$ cat config.mk
export PLATFORM = sky130hd
export DESIGN_NAME = pwm_capture_flat
export DESIGN_NICKNAME = d
export VERILOG_FILES = /design/src/rtl/pwm_capture_if.sv /design/src/rtl/pwm_capture.sv /design/src/flat_wrapper.sv
export SDC_FILE = /design/constraint.sdc
export NUM_CORES = 1
export LEC_CHECK = 0
export CAP_MARGIN = 10
export CELL_PAD_IN_SITES_DETAIL_PLACEMENT = 2
export CELL_PAD_IN_SITES_GLOBAL_PLACEMENT = 2
export CORE_MARGIN = 2
export CORE_UTILIZATION = 37
export CTS_BUF_LIST = sky130_fd_sc_hd__clkbuf_2 sky130_fd_sc_hd__clkbuf_4 sky130_fd_sc_hd__clkbuf_8
export CTS_CLUSTER_DIAMETER = 100
export CTS_CLUSTER_SIZE = 10
export DETAILED_ROUTE_END_ITERATION = 7
export DONT_BUFFER_PORTS = 1
export PLACE_DENSITY_LB_ADDON = 0.1
export SLEW_MARGIN = 10
export SYNTH_ARGS = -nofsm -noshare
export SYNTH_HDL_FRONTEND = slang
export SYNTH_SLANG_ARGS = --single-unit
$ cat constraint.sdc
create_clock -name clk -period 2 [get_ports clk]
set_input_delay 0.3 -clock clk [delete_from_list [all_inputs] [get_ports clk]]
set_output_delay 0.3 -clock clk [all_outputs]
set_load 0.02 [all_outputs]
$ cat src/rtl/pwm_capture_if.sv
// Signal bundle between a PWM pin and the capture block's status/compare consumers.
// The master side is the capture block itself.
interface pwm_capture_if #(
  parameter int CBITS = 16
);
  logic             pwm_in;
  logic [CBITS:0]   period_out;
  logic [CBITS:0]   high_out;
  logic [2:0]       duty_code;
  logic             valid;
  logic             stuck;
  logic             stuck_level;

  modport master (
    input  pwm_in,
    output period_out, high_out, duty_code, valid, stuck, stuck_level
  );

  modport slave (
    output pwm_in,
    input  period_out, high_out, duty_code, valid, stuck, stuck_level
  );
endinterface

$ cat src/rtl/pwm_capture.sv
// Measures period and high time of an asynchronous PWM input in clk cycles,
// recovers the generator duty code and flags a line with no rising edges.
//
//   state   | meaning
//   IDLE    | no reference rise yet (after reset or stuck); partial period discarded
//   MEASURE | last rise seen; next rise publishes period/high
module pwm_capture #(
  parameter int CBITS = 16
) (
  input logic           clk,
  input logic           rst,
  pwm_capture_if.master bus
);

  localparam logic [CBITS:0] CNT_MAX = '1;
  localparam logic [CBITS:0] CNT_PRE = CNT_MAX - 1'b1;
  localparam logic [CBITS:0] CNT_ONE = {{CBITS{1'b0}}, 1'b1};

  typedef enum logic {
    IDLE,
    MEASURE
  } state_t;

  state_t         state;
  state_t         state_next;
  logic           s1;
  logic           s2;
  logic           s3;
  logic           rise;
  logic           hit_max;
  logic           capture;
  logic [CBITS:0] period_cnt;
  logic [CBITS:0] high_cnt;

  assign rise    = s2 & ~s3;
  // Stuck fires on the cycle the period counter lands on all-ones; a rise that cycle wins.
  assign hit_max = ~rise && (period_cnt == CNT_PRE);

  always_ff @(posedge clk) begin
    if (rst) begin
      state <= IDLE;
    end else begin
      state <= state_next;
    end
  end

  always_comb begin
    state_next = state;
    capture    = 1'b0;
    case (state)
      IDLE: begin
        if (rise) begin
          state_next = MEASURE;
        end
      end
      MEASURE: begin
        if (rise) begin
          capture = 1'b1;
        end else if (hit_max) begin
          state_next = IDLE;
        end
      end
      default: state_next = IDLE;
    endcase
  end

  always_ff @(posedge clk) begin
    if (rst) begin
      s1              <= 1'b0;
      s2              <= 1'b0;
      s3              <= 1'b0;
      period_cnt      <= '0;
      high_cnt        <= '0;
      bus.period_out  <= '0;
      bus.high_out    <= '0;
      bus.duty_code   <= '0;
      bus.valid       <= 1'b0;
      bus.stuck       <= 1'b0;
      bus.stuck_level <= 1'b0;
    end else begin
      s1        <= bus.pwm_in;
      s2        <= s1;
      s3        <= s2;
      bus.valid <= capture;

      if (rise) begin
        period_cnt <= CNT_ONE;
        high_cnt   <= CNT_ONE;
      end else begin
        if (period_cnt != CNT_MAX) begin
          period_cnt <= period_cnt + 1'b1;
        end
        if (s2 && (high_cnt != CNT_MAX)) begin
          high_cnt <= high_cnt + 1'b1;
        end
      end

      if (capture) begin
        bus.period_out <= period_cnt;
        bus.high_out   <= high_cnt;
        bus.duty_code  <= high_cnt[CBITS-2:CBITS-4];
        bus.stuck      <= 1'b0;
      end else if (hit_max) begin
        bus.stuck       <= 1'b1;
        bus.stuck_level <= s2;
      end
    end
  end

endmodule

$ cat src/flat_wrapper.sv
// flat-port wrapper written by rule: the top's interface ports become plain ports
module pwm_capture_flat 
#(
  parameter int CBITS = 16
)
  (clk, rst, bus_pwm_in, bus_period_out, bus_high_out, bus_duty_code, bus_valid, bus_stuck, bus_stuck_level);
  pwm_capture_if #(.CBITS(CBITS)) bus_i ();
  input logic clk;
  input logic rst;
  input wire logic [$bits(bus_i.pwm_in)-1:0] bus_pwm_in;
  output wire logic [$bits(bus_i.period_out)-1:0] bus_period_out;
  output wire logic [$bits(bus_i.high_out)-1:0] bus_high_out;
  output wire logic [$bits(bus_i.duty_code)-1:0] bus_duty_code;
  output wire logic [$bits(bus_i.valid)-1:0] bus_valid;
  output wire logic [$bits(bus_i.stuck)-1:0] bus_stuck;
  output wire logic [$bits(bus_i.stuck_level)-1:0] bus_stuck_level;
  assign bus_i.pwm_in = bus_pwm_in;
  assign bus_period_out = bus_i.period_out;
  assign bus_high_out = bus_i.high_out;
  assign bus_duty_code = bus_i.duty_code;
  assign bus_valid = bus_i.valid;
  assign bus_stuck = bus_i.stuck;
  assign bus_stuck_level = bus_i.stuck_level;
  pwm_capture #(.CBITS(CBITS)) u_core (.clk(clk), .rst(rst), .bus(bus_i));
endmodule
Yosys cells after proc, flatten, opt, wreduce, memory -nomap -nowiden:

Cells that the tools add are included.

* bits in registers: 78
* input bits: 3
* output and inout port bits: 40
* word-level logic and storage cells: 40

* add/subtract/negate cells: 2
* equality and inequality tests: 3
* mux-type cells: 9
* bitwise operators: 5
* reduce and logical (&&, ||, !) cells: 7

Operators by type and width (count)
* 17-bit by 1-bit adder with 17-bit output (second input constant): 2
* 17-bit inequality test (second input constant): 2
* 17-bit equality test (second input constant): 1
* 1-bit 2-to-1 mux: 8
* 1-bit NOT: 4
* 2-bit nonzero test: 2
* 2-bit OR reduction: 2
* 1-bit logical AND: 2
* 1-bit case mux with 2 select lines: 1
* 2-bit AND reduction: 1
* 1-bit bitwise AND: 1

Depth between registers and ports, before layout:

Gate-level depths: netlist (run 1).

* depth in word-level cells: 7
* depth in mapped cells: 9

Least setup slack after synthesis (run 1):

OpenSTA, ideal clock, no wires.

* path type: reg-to-reg
* from: register u_core.period_cnt[6]
* to: register u_core.period_cnt[14]
* arrival: 1969 ps
* required time: 1929 ps
* path slack: -40 ps
* cell stages (with the launch flop): 10
* period minus slack after synthesis: 2040 ps
* path through: dfxtp_1 -> nand4_1 -> nor4_1 -> and2_1 -> ha_1 -> clkbuf_1 -> nand4b_1 -> nor4_2 -> a31o_2 -> a21oi_1

* cells in the longest elaborated chain, start to end: 1
* elaborated cells between the ends (all ways): 2
* those cells by class: add/sub: 1; eq/ne: 1

RTL lines
* from (decl): RTL line pwm_capture.sv:32 `logic [CBITS:0] period_cnt;`
* from (signal assigned): RTL line pwm_capture.sv:91 `period_cnt <= period_cnt + 1'b1;`
* 17-bit by 1-bit adder with 17-bit output or 17-bit inequality test (tied branches): RTL line pwm_capture.sv:91, pwm_capture.sv:90

Several ways; a longest one is shown, not always the timed one.
A chain may end at the register's enable or synchronous reset.

Worst setup path in the final report (run 1):

* from: register u_core.period_cnt[4]
* to: register u_core.period_cnt[6]

The elaborated chain is that of the path after synthesis.

==> results.toml, run 1 <==
[pwr]
p_sw_mw = 0.683
clock_power_share_pct = 45.4
power.leakage_nw = 1.42
irDropWorstVdd_mv = 0.343
power_density_mw_per_mm2 = 780
cellInternalPower_mw = 2.25
comb_power_share_pct = 3.2
pwr-share-seq_pct = 51.4
post-layout-total-power_mw = 2.94
power.switching_fraction_pct = 23.2

[outcome]
run_status = "finished with violations"
violated_checks = "setup timing"

[critical_path]
worst_ep_required_time_ps = 2250
critical_path.endpoint_type = "register"
cp_data_arrival_time_ps = 2280
rr_startpoint = "u_core.period_cnt[4]$_SDFFE_PP0P_"
critical_path.slowest_cell = "sky130_fd_sc_hd__or3_1"
cp_slowest_stage_delay_ps = 350
setup.worst_path.end = "u_core.period_cnt[6]$_SDFFE_PP0P_"
critPathLaunch = "u_core.period_cnt[4]$_SDFFE_PP0P_"
critical-path-top-delay-family = "simple AND/OR/NAND/NOR gates"
crit_chain = "nand4_1 -> nor4_4 -> and2_4 -> ha_4 -> nand4b_1 -> buf_6 -> or3_1 -> a21oi_1"
critical_path_depth = 8
worstSetupPathType = "register to register"
critical_path.reg2reg.endpoint = "u_core.period_cnt[6]$_SDFFE_PP0P_"
setup.worst_path.start_class = "register"
count_of_cells_along_the_worst_register_to_register_path = 8
r2r_setup_slk_ps = -30
crit_path_max_fanout = 5
worst-path-buf-inv = 1

[route]
post_dr_wirelength_cell_um = 19.3
antenna_left = 0
avgViaCountPerCell = 5.26
routed-wl-met2_um = 4610
drt_wl_total_um = 8500
initialDrtViolationCount = 43
met3_length_um = 322
detail_route.drc_violations = 0
top_layer = "met4"
drt_first_pass_iters = 4
routed-via-count = 2318
met1_length_um = 3450

[clock_tree]
clock_insertion_delay_worst_skew_ps = 370
ctsHtreeMaxLevel = 3
clk_path_buf_depth = 2
clk_pin_slew_ps = 90
cts.root.buffer_cell = "sky130_fd_sc_hd__clkbuf_8"
cts.sinks = 75
tritoncts = "built"
cts_made_buffers = 9

[timing]
worst_clock_skew_ps = 19.4
worstMarginPinSlew_ps = 444
fmax_mhz = 492
hold_ws_ps = 21.5
setup_violations = 1
accumulated_negative_setup_slack_ps = -31.9
final_worst_path_cycle_share_pct = 102
max_slew_margin_pct = 70.1
timing.final.ws_setup_ps = -31.9
timing.final.crit_period_ps = 2030
timing.final.hold_violations = 0
finalMaxSlewViolations = 0
rsz0062_at_grt = "true"

[global_route]
antenna_found_initial = 1
grt_remaining_overflow = 0
first_global_vias = 2592
globalRouteTotalUtil_pct = 20.5
grt_start_max_net_pins = 36
grt_pass1_wl_um = 13300

[synth]
synth_top_flop_cell = "sky130_fd_sc_hd__dfxtp_1"
seq_area_frac_synth_pct = 52.2
synth_warnings = 0
number_of_flops_mapped_to_enable_cells_by_yosys = 0
cell_area_after_technology_mapping_sq_mm = 0.00288
synth_top_area_share_pct = 52.2
flip_flop_and_latch_count_after_synthesis = 75
syn_avg_cell_area_sq_um = 10.2
synth_common_cells = "75 x sky130_fd_sc_hd__dfxtp_1, 34 x sky130_fd_sc_hd__a22o_1, 30 x sky130_fd_sc_hd__nor2_1"
synthMostInstantiatedCell = "sky130_fd_sc_hd__dfxtp_1"
post-synth-top-area-cell = "sky130_fd_sc_hd__dfxtp_1"
synth.distinct_cells = 38
cell_types_occupying_the_most_area_after_synthesis = "sky130_fd_sc_hd__dfxtp_1 52%, sky130_fd_sc_hd__a22o_1 10%, sky130_fd_sc_hd__xnor2_1 4.6%"
synth_nets = 289
post_synth_inst_count = 281
ffs_w_async_s_r_synth_pct = 0

[placement]
placed_cells_incl_taps = 412
globalplace.congestion = 0.732
buffers_on_ports = 0
place_ws_ps = -41.1
dpl.hpwl_um = 5170

[die]
start_util_pct = 37.6
total_number_of_placement_rows = 32
total_die_area_sq_mm = 0.00850
io_pins = 43
die_width_um = 92.2
die_h_um = 92.2
core_sq_mm = 0.00765

[cells_and_area]
fill_cells = 775
post_route_cells_drive_above_1_share_pct = 33.7
final_cells = 441
area_growth_syn_to_layout_pct = 31.0
finalNetCount = 341

[run]
maxCapViolCount = 0

[min_path]
worstHoldPathType = "primary input to register"
[area by class of cell]
| type | instances | area, sq um | area share [%] |
|---|---|---|---|
| multi-input cells | 186 | 1440 | 38.1 |
| flip-flops and latches | 75 | 1520 | 40.3 |
| well taps | 102 | 128 | 3.39 |
| diodes | 1 | 2.50 | 0.0664 |
| clock inverters | 6 | 90.1 | 2.39 |
| repair buffers | 55 | 438 | 11.6 |
| clock buffers | 10 | 131 | 3.49 |
| inverters | 6 | 22.5 | 0.598 |
[cell usage in the layout (no fill, tap or decap), types with 2 or more instances in the layout]
cell type	synthesis	layout
sky130_fd_sc_hd__dfxtp_1	75	61
sky130_fd_sc_hd__buf_4	3	50
sky130_fd_sc_hd__a22o_1	34	34
sky130_fd_sc_hd__nor2_1	30	29
sky130_fd_sc_hd__nand2_1	17	17
sky130_fd_sc_hd__xnor2_1	15	15
sky130_fd_sc_hd__dfxtp_2	0	14
sky130_fd_sc_hd__clkbuf_8	0	9
sky130_fd_sc_hd__nand4_1	7	7
sky130_fd_sc_hd__inv_1	6	6
sky130_fd_sc_hd__xor2_1	7	6
sky130_fd_sc_hd__nor2b_1	7	6
sky130_fd_sc_hd__or3_1	5	5
sky130_fd_sc_hd__a21oi_1	9	5
sky130_fd_sc_hd__nor4_2	1	4
sky130_fd_sc_hd__a21oi_2	0	4
sky130_fd_sc_hd__mux2i_1	5	4
sky130_fd_sc_hd__nand4b_1	4	4
sky130_fd_sc_hd__nor3_1	8	4
sky130_fd_sc_hd__nor3_2	0	4
sky130_fd_sc_hd__nand3_1	5	3
sky130_fd_sc_hd__nor4_4	1	3
sky130_fd_sc_hd__o21ai_0	3	3
sky130_fd_sc_hd__nand3_2	0	2
sky130_fd_sc_hd__nand2b_1	2	2
sky130_fd_sc_hd__nor4_1	7	2
sky130_fd_sc_hd__ha_4	0	2
sky130_fd_sc_hd__ha_1	5	2
sky130_fd_sc_hd__clkinv_4	0	2
sky130_fd_sc_hd__bufinv_16	0	2
sky130_fd_sc_hd__dlygate4sd3_1	0	2
sky130_fd_sc_hd__buf_6	0	2
[worst min-delay path by stage]
stage,slack [ps],cells after the start,from,endpoint
after floorplan,410,1,u_core.s1$_SDFF_PP0_,u_core.s2$_SDFF_PP0_
after global placement,370,1,rst,u_core.period_cnt[0]$_SDFFE_PP0P_
after detailed placement,370,1,rst,u_core.period_cnt[0]$_SDFFE_PP0P_
after CTS,2,1,rst,u_core.state$_SDFF_PP0_
after global routing,6,1,rst,u_core.s3$_SDFF_PP0_
final,20,1,rst,u_core.s3$_SDFF_PP0_
[cells by family (layout without fill, tap and decap cells)]
logic type / Yosys count / after routing / share of synthesized area [%]
and+or+nand+nor: 103 / 103 / 19.9
DFF: 75 / 75 / 52.2
AOI/OAI and AO/OA: 50 / 50 / 13.6
xor gates and xnor gates: 22 / 22 / 6.70
buffers and inverters: 20 / 77 / 3.26
muxes: 6 / 6 / 2.13
adders and majority gates: 5 / 5 / 2.17
other: 0 / 1 / 0
[what timing repair did]
action	4_1_cts	5_1_grt
endpoints found under the setup margin	11	22
hold buffers	1	1
hold endpoints to repair	4	1
buffers inserted	7	3
gates resized for setup	15	29
pin swaps	7	11
[routing by layer]
metal  track usage [%]  up-vias
met5                 0        -
met4              7.46        0
met3              5.59        9
met2              36.8       40
met1              23.3     1164
li1                  -     1105
[metrics by stage]
step                      instance area [sq um]  utilization [%]
after floorplan                            2880                -
after global placement                     3270             42.8
after detailed placement                   3270             42.8
after CTS                                  3620             47.3
after global routing                       3770             49.3
final                                      3770             49.3
[state kept, by name, indices dropped and copies added (netlist names)]
name and flops:
u_core.bus.duty_code 2, u_core.s3 1, u_core.bus.period_out 17, u_core.bus.high_out 15, u_core.high_cnt 17, u_core.period_cnt 17, u_core.s1 1, u_core.bus.valid 1
u_core.bus.stuck_level 1, u_core.state 1, u_core.bus.stuck 1, u_core.s2 1
[power groups by stage]
stage               logic, mW  registers, mW  clock network (mW)
floorplan              0.0489           1.55                   0
global placement       0.0851           1.54                   0
detailed placement     0.0880           1.54                   0
CTS                    0.0927           1.51                1.35
global route            0.104           1.51                1.45
finish                 0.0933           1.51                1.33
[worst reg2reg max path, delay by kind of cell (launching register included)]
kind                       cells  cell delay (ps)
buffers and inverters          1              160
and+or+nand+nor                5              960
DFF                            1              340
AOI/OAI and AO/OA              1              290
adders and majority gates      1              160
(Power assumes the default switching activity.)
==> run 2, diff against run 1 <==
--- a/config.mk
+++ b/config.mk
@@ -9,13 +9,14 @@
 export CELL_PAD_IN_SITES_DETAIL_PLACEMENT = 2
 export CELL_PAD_IN_SITES_GLOBAL_PLACEMENT = 2
 export CORE_MARGIN = 2
-export CORE_UTILIZATION = 37
+export CORE_UTILIZATION = 30
 export CTS_BUF_LIST = sky130_fd_sc_hd__clkbuf_2 sky130_fd_sc_hd__clkbuf_4 sky130_fd_sc_hd__clkbuf_8
 export CTS_CLUSTER_DIAMETER = 100
 export CTS_CLUSTER_SIZE = 10
 export DETAILED_ROUTE_END_ITERATION = 7
 export DONT_BUFFER_PORTS = 1
 export PLACE_DENSITY_LB_ADDON = 0.1
+export SKIP_CTS_REPAIR_TIMING = 1
 export SLEW_MARGIN = 10
 export SYNTH_ARGS = -nofsm -noshare
 export SYNTH_HDL_FRONTEND = slang
==> results.toml, run 2 (synthesis results as in run 1) <==
[global_route]
grt_pass1_wl_um = 13000
grt_start_max_net_pins = 24
globalRouteTotalUtil_pct = 16.6
antenna_found_initial = 0
first_global_vias = 2421
grt_remaining_overflow = 0

[cells_and_area]
final_common_cell = "sky130_fd_sc_hd__dfxtp_1"
total_inserted_antenna_cells = 0
final_core_util_pct = 41.0
layout_common_cells = "66 x sky130_fd_sc_hd__dfxtp_1, 49 x sky130_fd_sc_hd__buf_4, 34 x sky130_fd_sc_hd__a22o_1, 29 x sky130_fd_sc_hd__nor2_1, 17 x sky130_fd_sc_hd__nand2_1"
layout_top_registers = "u_core.bus.period_out (17), u_core.high_cnt (17), u_core.period_cnt (17)"
area_growth_syn_to_layout_pct = 32.2
final_cells = 464
finalNetCount = 338
post_route_cells_drive_above_1_share_pct = 30.4
post-route-cell-area_sq_mm = 0.00380

[critical_path]
worst_ep_required_time_ps = 2230
critPathLaunch = "u_core.period_cnt[15]$_SDFFE_PP0P_"
crit_path_max_fanout = 4
rr_startpoint = "u_core.period_cnt[15]$_SDFFE_PP0P_"
critical_path.endpoint_type = "register"
worstSetupPathType = "register to register"
cp_data_arrival_time_ps = 2310
setup.worst_path.start_class = "register"

[route]
met3_length_um = 282
met1_length_um = 3540
top_layer = "met4"
drt_first_pass_iters = 4
antenna_left = 0
initialDrtViolationCount = 38
drt_wl_total_um = 8310
detail_route.drc_violations = 0
routed-wl-met2_um = 4330
post_dr_wirelength_cell_um = 17.9
routed-via-count = 2285
avgViaCountPerCell = 4.92

[placement]
placed_cells_incl_taps = 441
buffers_on_ports = 0
globalplace.congestion = 0.713
place_area_sq_mm = 0.00334
dpl.hpwl_um = 5560
place_ws_ps = -109

[die]
core_sq_mm = 0.00928
die_h_um = 102
total_die_area_sq_mm = 0.0104
die_width_um = 102
start_util_pct = 31.0
total_number_of_placement_rows = 35
io_pins = 43

[min_path]
worstHoldPathType = "primary input to register"
timing.hold.worst.start = "rst"

[timing]
finalMaxSlewViolations = 0
timing.final.hold_violations = 0
final_worst_path_cycle_share_pct = 104
max_slew_margin_pct = 43.2
rsz0062_at_grt = "true"
worst_clock_skew_ps = 8.26
fmax_mhz = 481
timing.final.crit_period_ps = 2080
setup_violations = 3
timing.final.ws_setup_ps = -79.2
worstMarginPinSlew_ps = 852

[clock_tree]
ctsHtreeMaxLevel = 3
tritoncts = "built"
cts.sinks = 75
clk_pin_slew_ps = 80
cts.root.buffer_cell = "sky130_fd_sc_hd__clkbuf_8"
clk_path_buf_depth = 2
clock_insertion_delay_worst_skew_ps = 340
cts_made_buffers = 9

[pwr]
irDropWorstVdd_mv = 0.457
power.leakage_nw = 1.46
post-layout-total-power_mw = 3.23
power_density_mw_per_mm2 = 849

[outcome]
violated_checks = "setup timing"
run_status = "finished with violations"

[run]
maxCapViolCount = 0
[run 2: critical path, stage by stage, from the launching register on]
cell,delay (ps)
sky130_fd_sc_hd__dfxtp_2,330
sky130_fd_sc_hd__nand4_1,160
sky130_fd_sc_hd__nor4_4,70
sky130_fd_sc_hd__and2_4,140
sky130_fd_sc_hd__ha_4,160
sky130_fd_sc_hd__nand4b_1,290
sky130_fd_sc_hd__buf_4,230
sky130_fd_sc_hd__nor4_4,330
sky130_fd_sc_hd__a31o_2,190
sky130_fd_sc_hd__a21oi_1,50
[run 2: cell type report]
type,count,area [sq um]
clock buffer,12,159
inverter,6,22.5
multi-input combinational,186,1410
timing repair buffer,52,418
tap,129,161
sequential,75,1510
clock inverter,4,120
fill,1029,5480
[run 2: metrics by stage]
stage,TNS [ps],hold WS (ps)
finish,-144,13.7
global route,-867,0.781
CTS,-966,-9.12
detailed placement,-439,375
global placement,-81.1,375
floorplan,0,414
[run 2: path summary, 6_finish.rpt]
check	end	slack, ps	depth (start not counted)
hold reg to reg	u_core.s2$_SDFF_PP0_	460	1
setup reg to reg	u_core.period_cnt[14]$_SDFFE_PP0P_	-80	9
setup / recovery	u_core.period_cnt[14]$_SDFFE_PP0P_	-80	9
hold / removal	u_core.s2$_SDFF_PP0_	10	1
[run 2: report_power, final]
part / switching [mW] / total (mW) / internal [mW]
combinational: 0.0606 / 0.0992 / 0.0386
clock: 0.581 / 1.62 / 1.04
sequential: 0.00710 / 1.51 / 1.50
[run 2: per-layer routing]
layer / track usage, % / vias up
met2: 28.5 / 33
met4: 6.46 / 0
met5: 0 / -
li1: - / 1104
met1: 19.7 / 1137
met3: 4.72 / 11
